===== config.mk =====
export PLATFORM = sky130hd
export DESIGN_NAME = sdram_port_arbiter
export DESIGN_NICKNAME = d
export VERILOG_FILES = /design/src/rtl/sdram_port_arbiter.sv
export SDC_FILE = /design/constraint.sdc
export NUM_CORES = 1
export LEC_CHECK = 0
export BUFFER_PORTS_ARGS = -buffer_cell sky130_fd_sc_hd__buf_2
export CAP_MARGIN = 30
export CORE_MARGIN = 5
export CORE_UTILIZATION = 41
export CTS_CLUSTER_DIAMETER = 30
export DETAILED_ROUTE_END_ITERATION = 10
export GPL_TIMING_DRIVEN = 0
export PLACE_DENSITY = 0.89
export SLEW_MARGIN = 40
export SYNTH_ARGS = -nofsm -noshare
export SYNTH_HDL_FRONTEND = slang
export SYNTH_SLANG_ARGS = --single-unit

===== constraint.sdc =====
create_clock -name clk_clk -period 4.05 [get_ports clk_clk]
set_input_delay 0.81 -clock clk_clk [delete_from_list [all_inputs] [get_ports clk_clk]]
set_output_delay 0.81 -clock clk_clk [all_outputs]
set_load 0.03 [all_outputs]

===== src/rtl/sdram_port_arbiter.sv =====
// Two-master round-robin arbiter in front of the SDRAM controller slave port.
// A tag FIFO remembers which master issued each pipelined read so returns are routed back.
module sdram_port_arbiter #(
    parameter  int ADDR_W      = 25,
    parameter  int DATA_W      = 16,
    parameter  int MAX_PENDING = 8,
    parameter  int HOLD_MAX    = 16,
    localparam int BE_W        = DATA_W / 8,
    localparam int CNT_W       = $clog2(MAX_PENDING) + 1,
    localparam int PTR_W       = (MAX_PENDING > 1) ? $clog2(MAX_PENDING) : 1,
    localparam int HOLD_W      = $clog2(HOLD_MAX + 1)
) (
    input  logic              clk_clk,
    input  logic              reset_reset_n,
    input  logic [ADDR_W-1:0] m0_address,
    input  logic              m0_read,
    input  logic              m0_write,
    input  logic [DATA_W-1:0] m0_writedata,
    input  logic [BE_W-1:0]   m0_byteenable,
    output logic              m0_waitrequest,
    output logic [DATA_W-1:0] m0_readdata,
    output logic              m0_readdatavalid,
    input  logic [ADDR_W-1:0] m1_address,
    input  logic              m1_read,
    input  logic              m1_write,
    input  logic [DATA_W-1:0] m1_writedata,
    input  logic [BE_W-1:0]   m1_byteenable,
    output logic              m1_waitrequest,
    output logic [DATA_W-1:0] m1_readdata,
    output logic              m1_readdatavalid,
    output logic [ADDR_W-1:0] s_address,
    output logic              s_read,
    output logic              s_write,
    output logic [DATA_W-1:0] s_writedata,
    output logic [BE_W-1:0]   s_byteenable,
    input  logic              s_waitrequest,
    input  logic [DATA_W-1:0] s_readdata,
    input  logic              s_readdatavalid,
    output logic [CNT_W-1:0]  pending,
    output logic              err_orphan
);

    typedef enum logic [1:0] {IDLE, GRANT0, GRANT1} state_t;

    state_t            state_q, state_d;
    logic              last_grant_q, last_grant_d;
    logic [HOLD_W-1:0] hold_cnt_q, hold_cnt_d, hold_eff;
    logic              tag_q [MAX_PENDING];
    logic [PTR_W-1:0]  wr_ptr_q, rd_ptr_q;
    logic [CNT_W-1:0]  count_q;
    logic              err_orphan_q;

    logic req0, req1, gnt_id, sel_read, sel_write, eff_read, stall;
    logic cur_req, oth_req, fifo_full, fifo_empty, accept, idle_bus, push, pop, head_tag;

    function automatic logic [PTR_W-1:0] ptr_inc(input logic [PTR_W-1:0] p);
        return (p == PTR_W'(MAX_PENDING - 1)) ? '0 : p + PTR_W'(1);
    endfunction

    assign req0       = m0_read | m0_write;
    assign req1       = m1_read | m1_write;
    assign fifo_full  = (count_q == CNT_W'(MAX_PENDING));
    assign fifo_empty = (count_q == '0);
    assign head_tag   = tag_q[rd_ptr_q];

    // The slave-side mux follows the registered grant only, never the requests.
    always_comb begin
        gnt_id       = (state_q == GRANT1);
        sel_read     = gnt_id ? m1_read       : m0_read;
        sel_write    = gnt_id ? m1_write      : m0_write;
        s_address    = gnt_id ? m1_address    : m0_address;
        s_writedata  = gnt_id ? m1_writedata  : m0_writedata;
        s_byteenable = gnt_id ? m1_byteenable : m0_byteenable;
        // A read presented together with a write is ignored; the write wins.
        eff_read       = sel_read & ~sel_write;
        s_write        = (state_q != IDLE) & sel_write;
        s_read         = (state_q != IDLE) & eff_read & ~fifo_full;
        stall          = s_waitrequest | (eff_read & fifo_full);
        m0_waitrequest = (state_q != GRANT0) | stall;
        m1_waitrequest = (state_q != GRANT1) | stall;
    end

    assign accept   = (s_read | s_write) & ~s_waitrequest;
    assign idle_bus = ~(s_read | s_write) | ~s_waitrequest;
    assign push     = accept & s_read;
    assign pop      = s_readdatavalid & ~fifo_empty;

    // hold_eff includes this cycle's accept, so the yield lands right after the last allowed transfer.
    assign hold_eff = (accept && hold_cnt_q != HOLD_W'(HOLD_MAX)) ? hold_cnt_q + HOLD_W'(1) : hold_cnt_q;

    // NOTE: every output of this block gets a default first so no latch can be inferred.
    always_comb begin
        state_d      = state_q;
        last_grant_d = last_grant_q;
        hold_cnt_d   = hold_eff;
        cur_req      = gnt_id ? req1 : req0;
        oth_req      = gnt_id ? req0 : req1;
        case (state_q)
            IDLE: begin
                if (req0 && req1)  state_d = last_grant_q ? GRANT0 : GRANT1;
                else if (req0)     state_d = GRANT0;
                else if (req1)     state_d = GRANT1;
            end
            GRANT0, GRANT1: begin
                if (idle_bus && (!cur_req || (hold_eff == HOLD_W'(HOLD_MAX) && oth_req))) begin
                    state_d      = !oth_req ? IDLE : (gnt_id ? GRANT0 : GRANT1);
                    last_grant_d = gnt_id;
                end
            end
            default: state_d = IDLE;
        endcase
        if (state_d != state_q) hold_cnt_d = '0;
    end

    // NOTE: non-blocking assignments for all registered state so every flop samples pre-edge values.
    always_ff @(posedge clk_clk or negedge reset_reset_n) begin
        if (!reset_reset_n) begin
            state_q      <= IDLE;
            last_grant_q <= 1'b1;
            hold_cnt_q   <= '0;
            wr_ptr_q     <= '0;
            rd_ptr_q     <= '0;
            count_q      <= '0;
            err_orphan_q <= 1'b0;
        end else begin
            state_q      <= state_d;
            last_grant_q <= last_grant_d;
            hold_cnt_q   <= hold_cnt_d;
            if (push) wr_ptr_q <= ptr_inc(wr_ptr_q);
            if (pop)  rd_ptr_q <= ptr_inc(rd_ptr_q);
            case ({push, pop})
                2'b10:   count_q <= count_q + CNT_W'(1);
                2'b01:   count_q <= count_q - CNT_W'(1);
                default: count_q <= count_q;
            endcase
            if (s_readdatavalid && fifo_empty) err_orphan_q <= 1'b1;
        end
    end

    // NOTE: tag storage has no reset; entries are only read while count_q says they are valid.
    always_ff @(posedge clk_clk) begin
        if (push) tag_q[wr_ptr_q] <= gnt_id;
    end

    assign m0_readdata      = s_readdata;
    assign m1_readdata      = s_readdata;
    assign m0_readdatavalid = pop & ~head_tag;
    assign m1_readdatavalid = pop &  head_tag;
    assign pending          = count_q;
    assign err_orphan       = err_orphan_q;

endmodule


==> results.txt, run 1 <==
Status -> finished, final reports clean
Compound-Gate Fraction of Synth Area -> 0.120
Clock Power Share -> 0.074
Power per standard cell area -> 584 nW/µm²
Root Driver -> clkbuf_8
Syn_area_per_cell -> 9.51 µm²
Filler Cell Count -> 516
CP arrival -> 2.96 ns
Worst-Margin Slew -> 0.787 ns
Layout area overhead -> 41.2%
GP Congestion -> 0.948
Worst Skew -> 0.00207 ns
Hold_buf cts -> 0
Hold Fails Final Rpt -> 0
First-pass GRT wire length -> 13800 µm
Fraction of layout cells with a size suffix above 1 -> 0.608
All-Layer GR Usage -> 0.223
Reg2Reg Setup Slack -> 0.30 ns
Max_slew headroom -> 0.468
Mux cell area share after synthesis -> 0.234
Critical path launch point type -> flop
Largest net degree at the start of global routing -> 20
Switching Share -> 0.521
Most frequent cell after synthesis -> mux2_2
Critical Path Fanout Max -> 13
Gate Count Post-Synth -> 268
Post-layout minimum cycle time -> 3.77 ns
Worst EP required -> 3.24 ns
Post-Synth Simple-Gate Area -> 0.141
Post-synthesis net count -> 392
Leakage Power -> 1.83 nW
Detailed Routing Iterations Pass 1 -> 4
Clk buf depth -> 2
Main flop type after synthesis -> dfrtp_1
GR Overflow Total -> 0
Nets -> 576
Count of cell types in the netlist -> 55
Setup CP Type -> reg2out
Die width -> 88.9 µm
Core area -> 5990 µm²
Number of synthesized flops with an enable pin -> 8
Post-layout util -> 0.601
H-Tree Level Count -> 1
Post-synth top area share -> 0.190
Maximum VDD drop -> 408 µV
DP HPWL -> 7670 µm
Logic pwr share -> 0.697
Die area -> 7900 µm²
Port bufs -> 179
Vias -> 2684
Remaining antenna violation count -> 0
Xor-xnor portion of the synthesized cell area -> 0.0275
Post-Route Setup TNS -> 0 ns
Die Span Y -> 88.9 µm
Overall Power -> 0.00210 W
Clk pin slew, worst setup/hold paths -> 0.09 ns
Register area share after synthesis -> 0.281
Max cap viols -> 0
RSZ-0062 raised after global routing -> false
Ant diodes -> 0
CTS tree -> yes
Worst Hold Class -> in2async
Switching Power -> 0.00110 W
Initial antenna violation count -> 0
Final WL -> 8760 µm
Vias in the first global route -> 2891
Number of top-level pins -> 196
Final setup fails -> 0
Area contributors post-synth -> mux2_2 (19%), dfrtp_1 (18%), buf_4 (9.4%), edfxtp_1 (9.4%), ha_1 (6.4%)
Setup Fix Bufs, Post-CTS -> 0
Starting density of the core -> 0.426
# clock sinks -> 27
Fmax -> 265 MHz
Num rows -> 28
Flop pwr share -> 0.230
Detailed-route wire length per cell -> 16.7 µm
DRC errors left -> 0
Post-Place Worst Slack -> 0.0641 ns
Post-CTS sizing -> 2
Flops & latches, synth -> 27
Iteration-0 DRC Markers -> 135
Setup crit end kind -> output port
Period utilization -> 0.932
Slew Limit Fails -> 0
YS warnings -> 0
Vias per cell -> 5.10
Worst-Skew Late Latency -> 0.27 ns
Yosys top cell by area -> mux2_2
Synth Cell Area -> 2550 µm²
Synth cell count leaders -> mux2_2 (43), buf_4 (32), nand2_1 (24)
Adder-cell share of the synthesized area -> 0.0716
Setup ws final -> 0.277 ns
CTS Buf Count -> 3
Ys async rst share -> 0.704
Main combinational cell family by area after synthesis -> multiplexers
Int Power -> 0.00101 W
per-layer routing:
metal  GRT usage  part of all wire
met1       0.241              0.34
met2       0.435              0.57
met3      0.0587             0.086
met4      0.0371            0.0066
met5           0                 0
worst max-delay path, cell delays in order, from the launching register on:
cell,delay [ns]
dfrtp_1,0.49
inv_1,0.17
ha_2,0.34
clkbuf_1,0.39
clkbuf_2,0.32
buf_1,0.41
mux2_2,0.39
buf_2,0.18
cell families (layout without fill, tap and decap cells):
| logic type | after synthesis | count (layout) |
|---|---|---|
| simple gates | 72 | 72 |
| buf+inv | 53 | 236 |
| mux | 51 | 51 |
| compound gates | 43 | 43 |
| flops | 27 | 27 |
| fa+ha+maj | 14 | 14 |
| xor+xnor | 8 | 8 |
power groups by stage:
stage | registers (W) | clock network [W] | logic, W
floorplan | 0.000508 | 0 | 0.00105
global placement | 0.000477 | 0 | 0.00142
detailed placement | 0.000488 | 0 | 0.00147
CTS | 0.000483 | 0.000159 | 0.00147
global route | 0.000497 | 0.000170 | 0.00160
finish | 0.000483 | 0.000155 | 0.00147
state kept, by name, summed over array words and instances (netlist names):
register and cells:
pending 4, last_grant_q 1, tag_q 8, err_orphan 1, state_q 2, rd_ptr_q 3, wr_ptr_q 3, hold_cnt_q 5
cell usage in the layout, fill, tap and decap left out, types with 2 or more instances in the layout:
master,n
a31oi_1,4
buf_1,2
o21ai_1,2
nor2_1,14
buf_2,181
mux2i_1,4
mux2_2,43
ha_1,12
clkbuf_8,3
nor3b_1,2
a21o_1,5
buf_4,32
xor2_1,5
nor4b_1,2
nand2_1,24
mux4_2,2
nand2b_1,4
and3_1,3
o211ai_1,2
nand4_1,2
a21oi_1,8
edfxtp_1,8
xnor2_1,3
nor3_1,10
dfrtp_1,18
o21a_1,2
clkbuf_1,5
o22ai_1,2
inv_1,10
o21ai_0,7
or2_2,2
per-stage QoR:
stage / area [µm²] / cells / hold slack, ns
floorplan: 2550 / 268 / 0.496
global placement: 3540 / 522 / 0.448
detailed placement: 3550 / 522 / 0.458
CTS: 3600 / 526 / 0.480
global route: 3600 / 526 / 0.492
finish: 3600 / 526 / 0.473
area by class of cell:
type                       count  area, µm²  share of cell area
multi-input combinational    188       1520               0.423
tap                           75       93.8              0.0261
clock inverter                 1       7.51             0.00208
timing repair buffer         179        896               0.249
buffer                        42        282              0.0782
clock buffer                   3       41.3              0.0115
inverter                      11       41.3              0.0115
sequential                    27        717               0.199
path summary, 6_finish.rpt:
kind	startpoint	endpoint	depth (start not counted)
setup / recovery	state_q[0]$_DFF_PN0_	s_writedata[10]	7
hold / removal	reset_reset_n	rd_ptr_q[1]$_DFFE_PN0P_	1
setup reg to reg	state_q[0]$_DFF_PN0_	state_q[1]$_DFF_PN0_	10
hold reg to reg	err_orphan$_DFFE_PN0P_	err_orphan$_DFFE_PN0P_	1
max in group asynchronous	reset_reset_n	last_grant_q$_DFFE_PN1P_	1
min in group clk_clk	err_orphan$_DFFE_PN0P_	err_orphan$_DFFE_PN0P_	1
(Power assumes the default switching activity.)
==> inputs of run 2 (changes only) <==
==> constraint.sdc (replaced) <==
create_clock -name clk_clk -period 4.05 [get_ports clk_clk]
set_input_delay 0 -clock clk_clk [delete_from_list [all_inputs] [get_ports clk_clk]]
set_output_delay 0 -clock clk_clk [all_outputs]
set_load 0.03 [all_outputs]
==> results.txt, run 2 (synthesized netlist as in run 1, its figures left out) <==
Worst-Margin Slew -> 0.793 ns (was 0.787 ns)
Max reg flops -> 8 (unchanged)
Setup CP Type -> reg2reg (was reg2out)
CP max stage delay -> 0.52 ns (was 0.49 ns)
Port bufs -> 179 (unchanged)
Worst-Skew Late Latency -> 0.27 ns (about the same)
Post-layout minimum cycle time -> 3.63 ns (was 3.77 ns)
Max_slew headroom -> 0.464 (was 0.468)
Num rows -> 28 (unchanged)
Hold Fails Final Rpt -> 0 (unchanged)
Vias in the first global route -> 2900 (was 2891)
Setup crit end kind -> flop (was output port)
Clk buf depth -> 2 (unchanged)
Vias per cell -> 5.10 (about the same)
CTS Buf Count -> 3 (unchanged)
Die area -> 7900 µm² (unchanged)
Power per standard cell area -> 582 nW/µm² (was 584 nW/µm²)
Slowest cell on crit path -> dfrtp_1 (unchanged)
Worst Skew -> 0.00168 ns (was 0.00207 ns)
Fmax -> 276 MHz (was 265 MHz)
Root Driver -> clkbuf_8 (unchanged)
Core area -> 5990 µm² (unchanged)
Worst path cell trace -> inv_1 > ha_1 > or3b_4 > a2111oi_4 > buf_4 > o21ai_2 > mux2_4 > or4_1 > buf_2 > a2111o_1 > o311ai_1 (was inv_1 > ha_2 > clkbuf_1 > clkbuf_2 > buf_1 > mux2_2 > buf_2)
Largest net degree at the start of global routing -> 20 (unchanged)
DP HPWL -> 7670 µm (unchanged)
Max cap viols -> 0 (unchanged)
Switching Share -> 0.521 (about the same)
GR Overflow Total -> 0 (unchanged)
Die Span Y -> 88.9 µm (unchanged)
Ant diodes -> 0 (unchanged)
Die width -> 88.9 µm (unchanged)
GP Congestion -> 0.948 (unchanged)
Period utilization -> 0.896 (was 0.932)
Worst EP required -> 4.23 ns (was 3.24 ns)
Flop pwr share -> 0.229 (was 0.230)
Leakage Power -> 1.84 nW (was 1.83 nW)
Top reg by flops -> tag_q (unchanged)
Clock Power Share -> 0.074 (about the same)
Maximum VDD drop -> 413 µV (was 408 µV)
RSZ-0062 raised after global routing -> false (unchanged)
Initial antenna violation count -> 0 (unchanged)
Clk pin slew, worst setup/hold paths -> 0.09 ns (about the same)
Starting density of the core -> 0.426 (unchanged)
CP arrival -> 3.81 ns (was 2.96 ns)
Remaining antenna violation count -> 0 (unchanged)
Fraction of layout cells with a size suffix above 1 -> 0.601 (was 0.608)
Commonest non-fill, non-tap cells in the layout -> buf_2 (180), mux2_2 (43), buf_4 (34), nand2_1 (24), dfrtp_1 (18) (was buf_2 (181), mux2_2 (43), buf_4 (32), nand2_1 (24), dfrtp_1 (18))
CTS tree -> yes (unchanged)
Number of top-level pins -> 196 (unchanged)
Commonest non-fill, non-tap cell in the layout -> buf_2 (unchanged)
Detailed Routing Iterations Pass 1 -> 4 (unchanged)
Iteration-0 DRC Markers -> 143 (was 135)
Worst Hold Class -> in2reg (was in2async)
All-Layer GR Usage -> 0.223 (about the same)
Vias -> 2696 (was 2684)
Slew Limit Fails -> 0 (unchanged)
Switching Power -> 0.00110 W (about the same)
H-Tree Level Count -> 1 (unchanged)
Status -> finished, final reports clean (unchanged)
Final setup fails -> 0 (unchanged)
# clock sinks -> 27 (unchanged)
Detailed-route wire length per cell -> 16.7 µm (about the same)
Logic pwr share -> 0.697 (about the same)
Count of buffer and inverter cells on the critical path -> 3 (was 5)
CP top delay family -> simple AND/OR/NAND/NOR gates (was buffers and inverters)
Critical Path Fanout Max -> 13 (unchanged)
First-pass GRT wire length -> 13800 µm (about the same)
Critical path launch point type -> flop (unchanged)
Final WL -> 8840 µm (was 8760 µm)
Post-Route Setup TNS -> 0 ns (unchanged)
Int Power -> 0.00101 W (about the same)
DRC errors left -> 0 (unchanged)
Layout area overhead -> 42.0% (was 41.2%)
Nets -> 579 (was 576)
Overall Power -> 0.00211 W (was 0.00210 W)
## run 2: cell count changes in the layout (fill, tap and decap cells not counted), sizes merged
cell,previous run,this run
buf,215,217
dlygate4sd3,0,1
## run 2: path summary, 6_finish.rpt
path                                            end  cells past startpoint              startpoint  slack (ns)
setup / recovery               state_q[1]$_DFF_PN0_                     11    state_q[0]$_DFF_PN0_        0.42
hold / removal               err_orphan$_DFFE_PN0P_                      2         s_readdatavalid        0.03
setup reg to reg               state_q[1]$_DFF_PN0_                     11    state_q[0]$_DFF_PN0_        0.42
hold reg to reg              err_orphan$_DFFE_PN0P_                      1  err_orphan$_DFFE_PN0P_        0.48
max in group asynchronous  last_grant_q$_DFFE_PN1P_                      2           reset_reset_n        3.51
min in group asynchronous   rd_ptr_q[1]$_DFFE_PN0P_                      2           reset_reset_n        0.20
## run 2: layer usage
metal | vias to the layer above | global-route usage | share of wire | routed length [µm]
met1 | 1280 | 0.240 | 0.34 | 3020
met4 | 0 | 0.0371 | 0.0071 | 63
met5 | - | 0 | 0 | 0
met3 | 8 | 0.0587 | 0.078 | 694
li1 | 1306 | - | - | -
met2 | 102 | 0.437 | 0.57 | 5060
## run 2: layout make-up
type	instances	area (µm²)
Timing Repair Buffer	182	921
Sequential cell	27	717
Clock buffer	3	41.3
Multi-Input combinational cell	188	1520
Buffer	42	279
Clock inverter	1	7.51
Fill cell	511	2370
Inverter	11	41.3
Tap cell	75	93.8
## run 2: metrics by stage
step	worst slack, ns	hold slack, ns	instance area [µm²]	std cells	utilization
finish	0.421	0.0290	3620	529	0.604
global route	0.216	0.0289	3620	529	0.604
global placement	0.143	-0.0332	3540	522	0.591
detailed placement	0.0641	-0.0234	3550	522	0.592
floorplan	0.573	-0.296	2550	268	-
CTS	0.0493	0.0203	3610	527	0.602
## run 2: worst register-to-register path, stage by stage, from the launching register on
cell and delay, ns:
dfrtp_1 0.52, inv_1 0.14, ha_1 0.38, or3b_4 0.48, a2111oi_4 0.29, buf_4 0.20, o21ai_2 0.07, mux2_4 0.32
or4_1 0.51, buf_2 0.18, a2111o_1 0.36, o311ai_1 0.08
## run 2: power groups by stage
stage	clock network (W)	registers [W]	logic, W
final	0.000156	0.000484	0.00147
after floorplan	0	0.000508	0.00105
after detailed placement	0	0.000488	0.00147
after global routing	0.000170	0.000497	0.00160
after global placement	0	0.000477	0.00142
after CTS	0.000159	0.000483	0.00147
## run 2: repair_timing
action	CTS	global route
hold endpoints to repair	18	0
resized for setup	0	1
setup buffers	0	2
endpoints found under the setup margin	0	2
hold buffers	1	0
